## config.mk

```make
export PLATFORM = sky130hd
export DESIGN_NAME = cdc_rr_handshake_tx
export DESIGN_NICKNAME = d
export VERILOG_FILES = /design/src/rtl/cdc_rr_handshake_tx.sv
export SDC_FILE = /design/constraint.sdc
export NUM_CORES = 1
export LEC_CHECK = 0
export CELL_PAD_IN_SITES_DETAIL_PLACEMENT = 2
export CELL_PAD_IN_SITES_GLOBAL_PLACEMENT = 2
export CORE_MARGIN = 2
export CORE_UTILIZATION = 19
export CTS_CLUSTER_SIZE = 30
export DETAILED_ROUTE_END_ITERATION = 8
export PLACE_DENSITY_LB_ADDON = 0.1
export SETUP_SLACK_MARGIN = 0.1
export SLEW_MARGIN = 20
export SYNTH_ARGS = -nofsm -noshare
export SYNTH_HDL_FRONTEND = slang
export SYNTH_SLANG_ARGS = --single-unit
```

## constraint.sdc

```tcl
create_clock -name clk -period 2.5 [get_ports clk]
set_input_delay 0.625 -clock clk [delete_from_list [all_inputs] [get_ports clk]]
set_output_delay 0.625 -clock clk [all_outputs]
set_load 0.02 [all_outputs]
```

## src/rtl/cdc_rr_handshake_tx.sv

```systemverilog
// cdc_rr_handshake_tx
// Source side of a four-phase req/ack crossing shared by NUM_REQ local
// requesters. A round-robin arbiter picks one requester while idle; its
// payload and index are registered and held as a bundle for the whole
// handshake. The asynchronous acknowledge is brought in through sync_2ff.

// Two-flop synchronizer; the first stage is the metastability catcher.
module sync_2ff #(
    parameter int WIDTH = 1
) (
    input  logic             clk,
    input  logic             rst,
    input  logic [WIDTH-1:0] d,
    output logic [WIDTH-1:0] q
);

    logic [WIDTH-1:0] meta;

    // Two-stage capture of the asynchronous input.
    always_ff @(posedge clk or posedge rst) begin
        if (rst) begin
            meta <= '0;
            q    <= '0;
        end else begin
            meta <= d;
            q    <= meta;
        end
    end

endmodule

// state  | meaning
// IDLE   | no handshake open; grant when a requester is valid and ack_s is low
// REQ_HI | xfer_req driven high; waiting for the synchronized ack to rise
// REQ_LO | xfer_req released; waiting for the synchronized ack to fall
module cdc_rr_handshake_tx #(
    parameter int NUM_REQ = 4,
    parameter int DATA_W  = 8
) (
    input  logic                          clk,
    input  logic                          rst,
    input  logic [NUM_REQ-1:0]            src_valid,
    input  logic [NUM_REQ*DATA_W-1:0]     src_data,
    output logic [NUM_REQ-1:0]            src_ready,
    output logic                          xfer_req,
    output logic [DATA_W-1:0]             xfer_data,
    output logic [$clog2(NUM_REQ)-1:0]    xfer_id,
    input  logic                          xfer_ack_async,
    output logic                          busy,
    output logic                          done
);

    localparam int ID_W = $clog2(NUM_REQ);

    typedef enum logic [1:0] {
        IDLE   = 2'd0,
        REQ_HI = 2'd1,
        REQ_LO = 2'd2
    } state_t;

    state_t            state;
    state_t            state_nxt;
    logic [ID_W-1:0]   rr_ptr;
    logic              ack_s;
    logic              win_found;
    logic [ID_W-1:0]   win_idx;
    logic [DATA_W-1:0] win_data;
    logic              grant;

    sync_2ff #(
        .WIDTH (1)
    ) u_ack_sync (
        .clk (clk),
        .rst (rst),
        .d   (xfer_ack_async),
        .q   (ack_s)
    );

    // Round-robin search: first valid index starting at rr_ptr, wrapping.
    // The sum is one bit wider so the wrap compare works for any NUM_REQ.
    always_comb begin : win_search
        logic [ID_W:0]   sum;
        logic [ID_W-1:0] cand;
        win_found = 1'b0;
        win_idx   = '0;
        sum       = '0;
        cand      = '0;
        for (int k = 0; k < NUM_REQ; k++) begin
            sum = {1'b0, rr_ptr} + (ID_W+1)'(k);
            if (sum >= (ID_W+1)'(NUM_REQ)) begin
                sum = sum - (ID_W+1)'(NUM_REQ);
            end
            cand = sum[ID_W-1:0];
            if (!win_found && src_valid[cand]) begin
                win_found = 1'b1;
                win_idx   = cand;
            end
        end
    end

    // Select the winner's payload lane.
    always_comb begin
        win_data = '0;
        for (int i = 0; i < NUM_REQ; i++) begin
            if (win_idx == ID_W'(i)) begin
                win_data = src_data[i*DATA_W +: DATA_W];
            end
        end
    end

    // A stale high ack (e.g. left over from before a reset) blocks new grants.
    assign grant = (state == IDLE) && win_found && !ack_s;

    // State register.
    always_ff @(posedge clk or posedge rst) begin
        if (rst) begin
            state <= IDLE;
        end else begin
            state <= state_nxt;
        end
    end

    // Next-state logic following the four-phase handshake.
    always_comb begin
        state_nxt = state;
        case (state)
            IDLE: begin
                if (grant) begin
                    state_nxt = REQ_HI;
                end
            end
            REQ_HI: begin
                if (ack_s) begin
                    state_nxt = REQ_LO;
                end
            end
            REQ_LO: begin
                if (!ack_s) begin
                    state_nxt = IDLE;
                end
            end
            default: begin
                state_nxt = IDLE;
            end
        endcase
    end

    // Combinational outputs: one-hot accept strobe and busy flag.
    always_comb begin
        src_ready = '0;
        for (int i = 0; i < NUM_REQ; i++) begin
            src_ready[i] = grant && (win_idx == ID_W'(i));
        end
        busy = (state != IDLE);
    end

    // Registered bundle, request level, pointer and completion pulse.
    always_ff @(posedge clk or posedge rst) begin
        if (rst) begin
            xfer_req  <= 1'b0;
            xfer_data <= '0;
            xfer_id   <= '0;
            rr_ptr    <= '0;
            done      <= 1'b0;
        end else begin
            done <= (state == REQ_LO) && !ack_s;
            if (grant) begin
                xfer_req  <= 1'b1;
                xfer_data <= win_data;
                xfer_id   <= win_idx;
                rr_ptr    <= (win_idx == ID_W'(NUM_REQ - 1)) ? '0 : win_idx + ID_W'(1);
            end else if ((state == REQ_HI) && ack_s) begin
                xfer_req  <= 1'b0;
            end
        end
    end

endmodule
```

==> flow_summary.ini, run 1 <==
[yosys]
synth-seq-cells = 18
synth_top_cell_by_area = dfrtp_1
synth_edf_count = 0
synthFlopType = dfrtp_1
syn_avg_cell_area_um2 = 9.25
synthMuxAreaShare_pct = 1.03
syn_area_um2 = 1090
synth.distinct_cells = 30
syn_inst = 118
async_flop_share_pct = 100
synthAdderAreaFrac_pct = 4.59
synth_top_area_share_pct = 41.3
synth_top_family_by_area = compound AO/OA/AOI/OAI gates
synth_xor_xnor_area_share_pct = 0.803
synthTopCellsByArea = dfrtp_1, a21oi_2, a211o_1
synth-compound-area-share_pct = 28.3
synth-simple-area-share_pct = 15.7
synth_fp_nets = 161
yosys_warnings = 0
synth-seq-area-share_pct = 41.3

[setup_path]
critPathLaunchType = primary input
rrSetupSlack_ns = 0.23
critPathKind = primary input to output pin
critical_path.max_fanout = 4
crit_required_ns = 1.88
worstSetupEndpointType = output pin
crit_arrival_ns = 1.77

[final_layout]
final_cell_mix = clkdlybuf4s50_1, buf_4, dfrtp_1
fin_util_pct = 36.0
antennaDiodeCount = 0
final_common_cell = clkdlybuf4s50_1
syn_to_final_growth_pct = 83.0
fin_cells = 262
final_nets = 234
drive_gt1_share_pct = 33.7

[clocking]
clock_latency_ns = 0.25
clockBufferDepth = 2
cts.sinks = 18
cts_tree = done
cts_max_level = 1
path_clk_slew_ns = 0.07
postCtsHoldBufs = 0
root_buffer = clkbuf_8
numCtsBuffers = 3

[global_routing]
grt.total_usage_pct = 13.2
grt_max_degree = 19
antenna_found_initial = 0
grt_use_met1_pct = 16.2
grtUsageMet2_pct = 24.0
grt_use_met3_pct = 2.15
grt_pass1_vias = 1291
top_usage_layer = met2
grt_pass1_wl_um = 6460
overflow = 0

[min_path]
hold_class = flip-flop to flip-flop

[drt]
drt_first_pass_iters = 2
viasPerCell = 4.44
drtIter0Drc = 18
wl_um = 4080
route.detailed.drc = 0
routedWlPerCell_um = 15.6
vias = 1164
ant_nets = 0

[floorplanning]
num_rows = 27
coreArea_um2 = 5540
die_height_um = 79.8
chipWidth_um = 79.8
ios = 56
die-area_um2 = 6360
start_util_pct = 19.7

[power_and_ir_drop]
ir_worst_vdd_mv = 0.434
powerDensity_nw_per_um2 = 924
p_leak_uw = 0.000864

[sta]
fin_crit_sh_pct = 95.8
worstMarginPinSlew_ns = 0.716
slew_headroom_pct = 52.2
min_period_ns = 2.40
fmax_ghz = 0.417
whs_ns = 0.356
rsz0062_at_grt = yes
maxSlewViolCount = 0
fin_worst_skew_ns = 0.00350
hold_viol = 0
finalSetupViolCount = 0

[placed_design]
io_buffers = 55
dp_cells = 257
gp_congestion = 0.776
dp_hpwl_um = 3240

[job]
drv_cap = 0

[outcome]
status = complete, no violations
-- worst max-delay path, stage by stage --
cell	delay [ns]
buf_6	0.10
nor2b_4	0.12
nor3_2	0.22
o22ai_4	0.13
buf_4	0.15
ha_2	0.17
and2_4	0.13
buf_6	0.12
-- routing by layer --
metal | part of all wire [%] | vias up
li1 | - | 559
met1 | 43 | 575
met4 | 0.37 | 0
met2 | 52 | 28
met3 | 4.8 | 2
met5 | 0 | -
-- final timing paths --
| check | startpoint | cells past startpoint | end |
|---|---|---|---|
| min in group asynchronous | rst | 2 | xfer_data[1] |
| hold reg to reg | u_ack_sync.meta | 0 | u_ack_sync.q |
| setup / recovery | src_valid[0] | 8 | src_ready[0] |
| hold / removal | u_ack_sync.meta | 0 | u_ack_sync.q |
| max in group asynchronous | rst | 2 | rr_ptr[0] |
| setup reg to reg | rr_ptr[1] | 10 | xfer_data[5] |
-- Yosys cell counts, types with 2 or more instances --
cell type / count
dfrtp_1: 18
inv_1: 14
a21oi_1: 10
nor2_1: 9
a21oi_2: 8
nand2_1: 8
a211o_1: 7
a221oi_1: 7
and2_1: 5
ha_1: 4
buf_2: 3
and2b_1: 2
clkbuf_1: 2
nor4_2: 2
o21ai_0: 2
o21ai_1: 2
o22ai_1: 2
-- power by group --
part	switching, µW	leakage [µW]	total [µW]	internal [µW]
clock network	103	0.0000288	243	140
registers	80.5	0.000210	483	402
logic	552	0.000625	1120	568
total	735	0.000864	1850	1110
-- area by class of cell --
cell class	instances	area [µm²]
fill	624	3540
timing repair buffer	75	703
multi-input combinational	79	643
sequential	18	453
tap	72	90.1
clock buffer	4	55.1
inverter	14	52.6
-- through the flow --
| step | area, µm² | worst slack, ns | setup TNS [ns] | total power [µW] |
|---|---|---|---|---|
| global route | 2000 | 0.0528 | 0 | 1990 |
| detailed placement | 1860 | -0.841 | -7.98 | 1550 |
| floorplan | 1120 | 0.0760 | 0 | 1070 |
| finish | 2000 | 0.105 | 0 | 1850 |
| CTS | 1980 | 0.0965 | 0 | 1860 |
| global placement | 1860 | -0.764 | -7.20 | 1520 |
-- flip-flops by register name, summed over array words and instances, names as in the netlist --
| name | cells |
|---|---|
| xfer_req | 1 |
| u_ack_sync.q | 1 |
| u_ack_sync.meta | 1 |
| state | 2 |
| xfer_id | 2 |
| rr_ptr | 2 |
| done | 1 |
| xfer_data | 8 |
-- repair_timing --
action                                 CTS  global route
endpoints found under the hold margin    0             0
pin swaps                                6             2
resized for setup                       55             5
buffers inserted                         1             0
setup endpoints to repair               12            11
-- cells by family (layout without fill, tap and decap cells) --
logic type / after synthesis / in the layout
AO/OA/AOI/OAI: 42 / 42
XOR/XNOR: 1 / 1
adder cells (fa/ha/maj): 4 / 4
buffers and inverters: 21 / 93
flip-flops: 18 / 18
multiplexers: 1 / 1
AND/OR/NAND/NOR: 31 / 31
No activity file was read; power rests on OpenSTA's default activity.
==> inputs of run 2 (changes only) <==
SETUP_SLACK_MARGIN = default   (was 0.1)
==> run 2 against run 1 <==
  * Clock skew hardly changed
  * Critical path depth stayed put
  * Via count is 0.26% higher
  * Non-clock buffer count stayed put
  * Critical path type unchanged
==> flow_summary.ini, run 2 (synthesis results as in run 1) <==
[sta]
maxSlewViolCount = 0
fin_worst_skew_ns = 0.00369
finalSetupViolCount = 0
min_period_ns = 2.45
worst_slack_ns = 0.0472
hold_viol = 0
worstMarginPinSlew_ns = 0.724
fmax_ghz = 0.408
slew_headroom_pct = 51.7
rsz0062_at_grt = no
whs_ns = 0.352
fin_crit_sh_pct = 98.1

[clocking]
cts_max_level = 1
clock_latency_ns = 0.25
cts_tree = done
path_clk_slew_ns = 0.07
root_buffer = clkbuf_8
numCtsBuffers = 3
postCtsHoldBufs = 0
cts.sinks = 18
clockBufferDepth = 2

[setup_path]
rrSetupSlack_ns = 0.22
critPathKind = primary input to output pin
critical_path.max_fanout = 4
r2r-start = rr_ptr[0]
critPathLaunchType = primary input
crit_arrival_ns = 1.83
r2r-end = xfer_data[5]
worstSetupEndpointType = output pin
crit_required_ns = 1.88
rr_worst_depth = 9
crit_start = src_valid[2]
crit_path_end = src_ready[0]

[placed_design]
dp_hpwl_um = 3030
dp_cells = 255
io_buffers = 55
dp_slack_ns = -0.819
placed_cell_area_um2 = 1830
gp_congestion = 0.799

[floorplanning]
chipWidth_um = 79.8
ios = 56
coreArea_um2 = 5540
die_height_um = 79.8
num_rows = 27
start_util_pct = 19.7
die-area_um2 = 6360

[final_layout]
antennaDiodeCount = 0
fin_cells = 262
fillers = 616
drive_gt1_share_pct = 32.6
multiInputGateArea_um2 = 664
seqCellArea_um2 = 450
syn_to_final_growth_pct = 83.7
final_nets = 234
registers.top_by_ff_count = xfer_data
fin_util_pct = 36.2
final_common_cell = clkdlybuf4s50_1
stdcell_area_um2 = 2000
final_cell_mix = clkdlybuf4s50_1, buf_4, dfrtp_1
largest_reg_flops = 8

[drt]
drtIter0Drc = 22
route.detailed.drc = 0
routedWlPerCell_um = 15.1
vias = 1167
wl_um = 3970
drt_first_pass_iters = 3
ant_nets = 0
viasPerCell = 4.45

[power_and_ir_drop]
p_comb_share_pct = 61.4
internal-power_uw = 1120
pwr-share-seq_pct = 25.7
powerDensity_nw_per_um2 = 932
clkPwrFrac_pct = 12.9
ir_worst_vdd_mv = 0.390
switching_power_uw = 748
p_leak_uw = 0.000865
p_sw_share_pct = 40.0

[global_routing]
grt_pass1_vias = 1361
grt_max_degree = 19
grt.total_usage_pct = 13.5
antenna_found_initial = 0
grt_pass1_wl_um = 6700
overflow = 0

[min_path]
hold_class = flip-flop to flip-flop

[job]
drv_cap = 0

[outcome]
status = complete, no violations
-- run 2: repair_timing --
| action | in CTS | in global routing |
|---|---|---|
| endpoints found under the setup margin | 12 | 11 |
| gates resized for setup | 56 | 8 |
| pin swaps | 5 | 5 |
| setup buffers | 2 | 1 |
-- run 2: layout make-up --
type	count	area share, %
Tap cell	72	4.49
Multi-Input combinational cell	79	33.1
Timing Repair Buffer	75	34.5
Sequential cell	18	22.5
Inverter	14	2.62
Clock buffer	4	2.75
-- run 2: stage by stage --
step | total power (µW) | TNS (ns)
2_1_floorplan | 1050 | -0.0212
3_3_place_gp | 1500 | -7.11
3_5_place_dp | 1530 | -8.19
4_1_cts | 1870 | 0
5_1_grt | 2030 | 0
6_report | 1870 | 0
-- run 2: power groups by stage --
stage | combinational (µW) | clock (µW) | sequential, µW
after floorplan | 471 | 0 | 577
after global placement | 1030 | 0 | 473
after detailed placement | 1050 | 0 | 478
after CTS | 1130 | 252 | 482
after global routing | 1270 | 265 | 497
final | 1150 | 241 | 480
-- run 2: critical path, stage by stage --
cell and delay (ns):
buf_2 0.12, and2b_1 0.17, nor3_2 0.22, o22ai_4 0.13, buf_4 0.16, ha_4 0.15
and2_4 0.13, buf_6 0.12
-- run 2: worst min-delay path by stage --
stage	startpoint	depth (start not counted)	to	slack [ns]
3_3_place_gp	u_ack_sync.meta	0	u_ack_sync.q	0.33
6_report	u_ack_sync.meta	0	u_ack_sync.q	0.35
5_1_grt	u_ack_sync.meta	0	u_ack_sync.q	0.38
4_1_cts	u_ack_sync.meta	0	u_ack_sync.q	0.35
2_1_floorplan	u_ack_sync.meta	0	u_ack_sync.q	0.33
3_5_place_dp	u_ack_sync.meta	0	u_ack_sync.q	0.34
-- run 2: layer usage --
metal	routed length (µm)	part of all wire (%)	up-vias	GRT usage, %
met5	0	0	-	0
met3	190	4.8	2	3.05
li1	-	-	556	-
met1	1560	39	582	14.9
met4	13	0.33	0	1.53
met2	2200	55	27	26.7
==> inputs of run 3 (changes only) <==
MAX_ROUTING_LAYER = met4   (was default)
SKIP_CTS_REPAIR_TIMING = 1   (was default)
==> run 3 against run 2 <==
  * Critical path depth unchanged
  * Critical path type unchanged
  * Sequential power about the same
  * Worst setup slack worse by 0.0033 ns
  * Non-clock buffer count shrank 2
  * Clock power is essentially flat
  * Cell area decreased by 3.2%
  * Die area unchanged
  * Utilization fell by 1.2 points
  * Via count down 0.94%
==> flow_summary.ini, run 3 (synthesis results as in run 1) <==
[placed_design]
gp_congestion = 0.811
io_buffers = 55
dp_hpwl_um = 3030
placed_cell_area_um2 = 1830
dp_slack_ns = -0.819

[min_path]
hold_class = flip-flop to flip-flop

[setup_path]
crit_arrival_ns = 1.83
critical_path.max_fanout = 4
worstSetupEndpointType = output pin
crit_required_ns = 1.88
path_cells = clkbuf_2 > and2b_1 > nor3_2 > o22ai_4 > buf_4 > ha_2 > and2_4 > buf_6
crit_slowest_cell = nor3_2
critPathKind = primary input to output pin
slowest_delay_ns = 0.22
critPathLaunchType = primary input

[global_routing]
grt_pass1_wl_um = 6240
antenna_found_initial = 0
grt.total_usage_pct = 12.9
grt_max_degree = 19
overflow = 0
grt_pass1_vias = 1298

[floorplanning]
ios = 56
die_height_um = 79.8
coreArea_um2 = 5540
start_util_pct = 19.7
chipWidth_um = 79.8
die-area_um2 = 6360
num_rows = 27

[final_layout]
registers.top_by_ff_count = xfer_data
final_cell_mix = clkdlybuf4s50_1, dfrtp_1, buf_4
largest_reg_flops = 8
stdcell_area_um2 = 1940
drive_gt1_share_pct = 28.7
syn_to_final_growth_pct = 77.9
fillers = 625
seqCellArea_um2 = 450
multiInputGateArea_um2 = 617
antennaDiodeCount = 0
final_nets = 232
fin_util_pct = 35.0
final_common_cell = clkdlybuf4s50_1

[drt]
drtIter0Drc = 20
routedWlPerCell_um = 14.9
ant_nets = 0
route.detailed.drc = 0
drt_first_pass_iters = 3
vias = 1156
wl_um = 3860
viasPerCell = 4.45

[sta]
maxSlewViolCount = 0
fin_worst_skew_ns = 0.00268
hold_viol = 0
whs_ns = 0.353
worstMarginPinSlew_ns = 0.722
fin_crit_sh_pct = 98.2
worst_slack_ns = 0.0439
setup_tns_ns = 0
slew_headroom_pct = 51.8
min_period_ns = 2.46
fmax_ghz = 0.407
finalSetupViolCount = 0

[power_and_ir_drop]
p_sw_share_pct = 39.7
internal-power_uw = 1080
ir_worst_vdd_mv = 0.379
clkPwrFrac_pct = 13.3
p_comb_share_pct = 60.0
pwr-share-seq_pct = 26.7
powerDensity_nw_per_um2 = 925
switching_power_uw = 712
p_leak_uw = 0.000858

[clocking]
cts.sinks = 18
cts_tree = done
clock_latency_ns = 0.25
cts_max_level = 1
root_buffer = clkbuf_8
clockBufferDepth = 2
path_clk_slew_ns = 0.07
numCtsBuffers = 3

[job]
drv_cap = 0

[outcome]
status = complete, no violations
## run 3: cell types whose count changed in the layout (fill, tap and decap cells not counted), sizes merged
cell          previous run  this run
clkbuf                   5         7
buf                     27        22
dlymetal6s2s             0         1
## run 3: cell type report
type	instances	area share, %
clock buffer	4	2.84
inverter	14	2.71
multi-input combinational	79	31.8
sequential	18	23.2
tap	72	4.64
timing repair buffer	73	34.8
## run 3: worst max-delay path, delay by kind of cell
kind                     cells  cell delay (ns)
AO/OA/AOI/OAI                1             0.12
buffers and inverters        3             0.36
AND/OR/NAND/NOR              3             0.54
adder cells (fa/ha/maj)      1             0.17
## run 3: power groups by stage
stage | registers [µW] | clock network [µW] | logic, µW
after floorplan | 577 | 0 | 471
after CTS | 472 | 252 | 1050
after global routing | 498 | 266 | 1190
after detailed placement | 478 | 0 | 1050
after global placement | 473 | 0 | 1030
final | 479 | 239 | 1080
## run 3: worst paths after layout
| check | to | slack [ns] | from | cells after the start |
|---|---|---|---|---|
| worst min register to register | u_ack_sync.q | 0.35 | u_ack_sync.meta | 0 |
| worst min-delay path | u_ack_sync.q | 0.35 | u_ack_sync.meta | 0 |
| worst max register to register | xfer_data[5] | 0.23 | rr_ptr[1] | 10 |
| max in group asynchronous | rr_ptr[1] | 1.25 | rst | 2 |
| worst max-delay path | src_ready[0] | 0.04 | src_valid[1] | 8 |
| min in group asynchronous | xfer_data[0] | 0.79 | rst | 2 |
## run 3: routing by layer
layer / part of all wire [%] / global-route usage (%)
met4: 0.34 / 1.53
met3: 4.5 / 2.94
met2: 54 / 24.5
met1: 41 / 14.1
met5: 0 / -
## run 3: metrics by stage
step | std cells | total power, µW
after global routing | 260 | 1950
final | 260 | 1800
after floorplan | 118 | 1050
after global placement | 255 | 1500
after detailed placement | 255 | 1530
after CTS | 259 | 1770
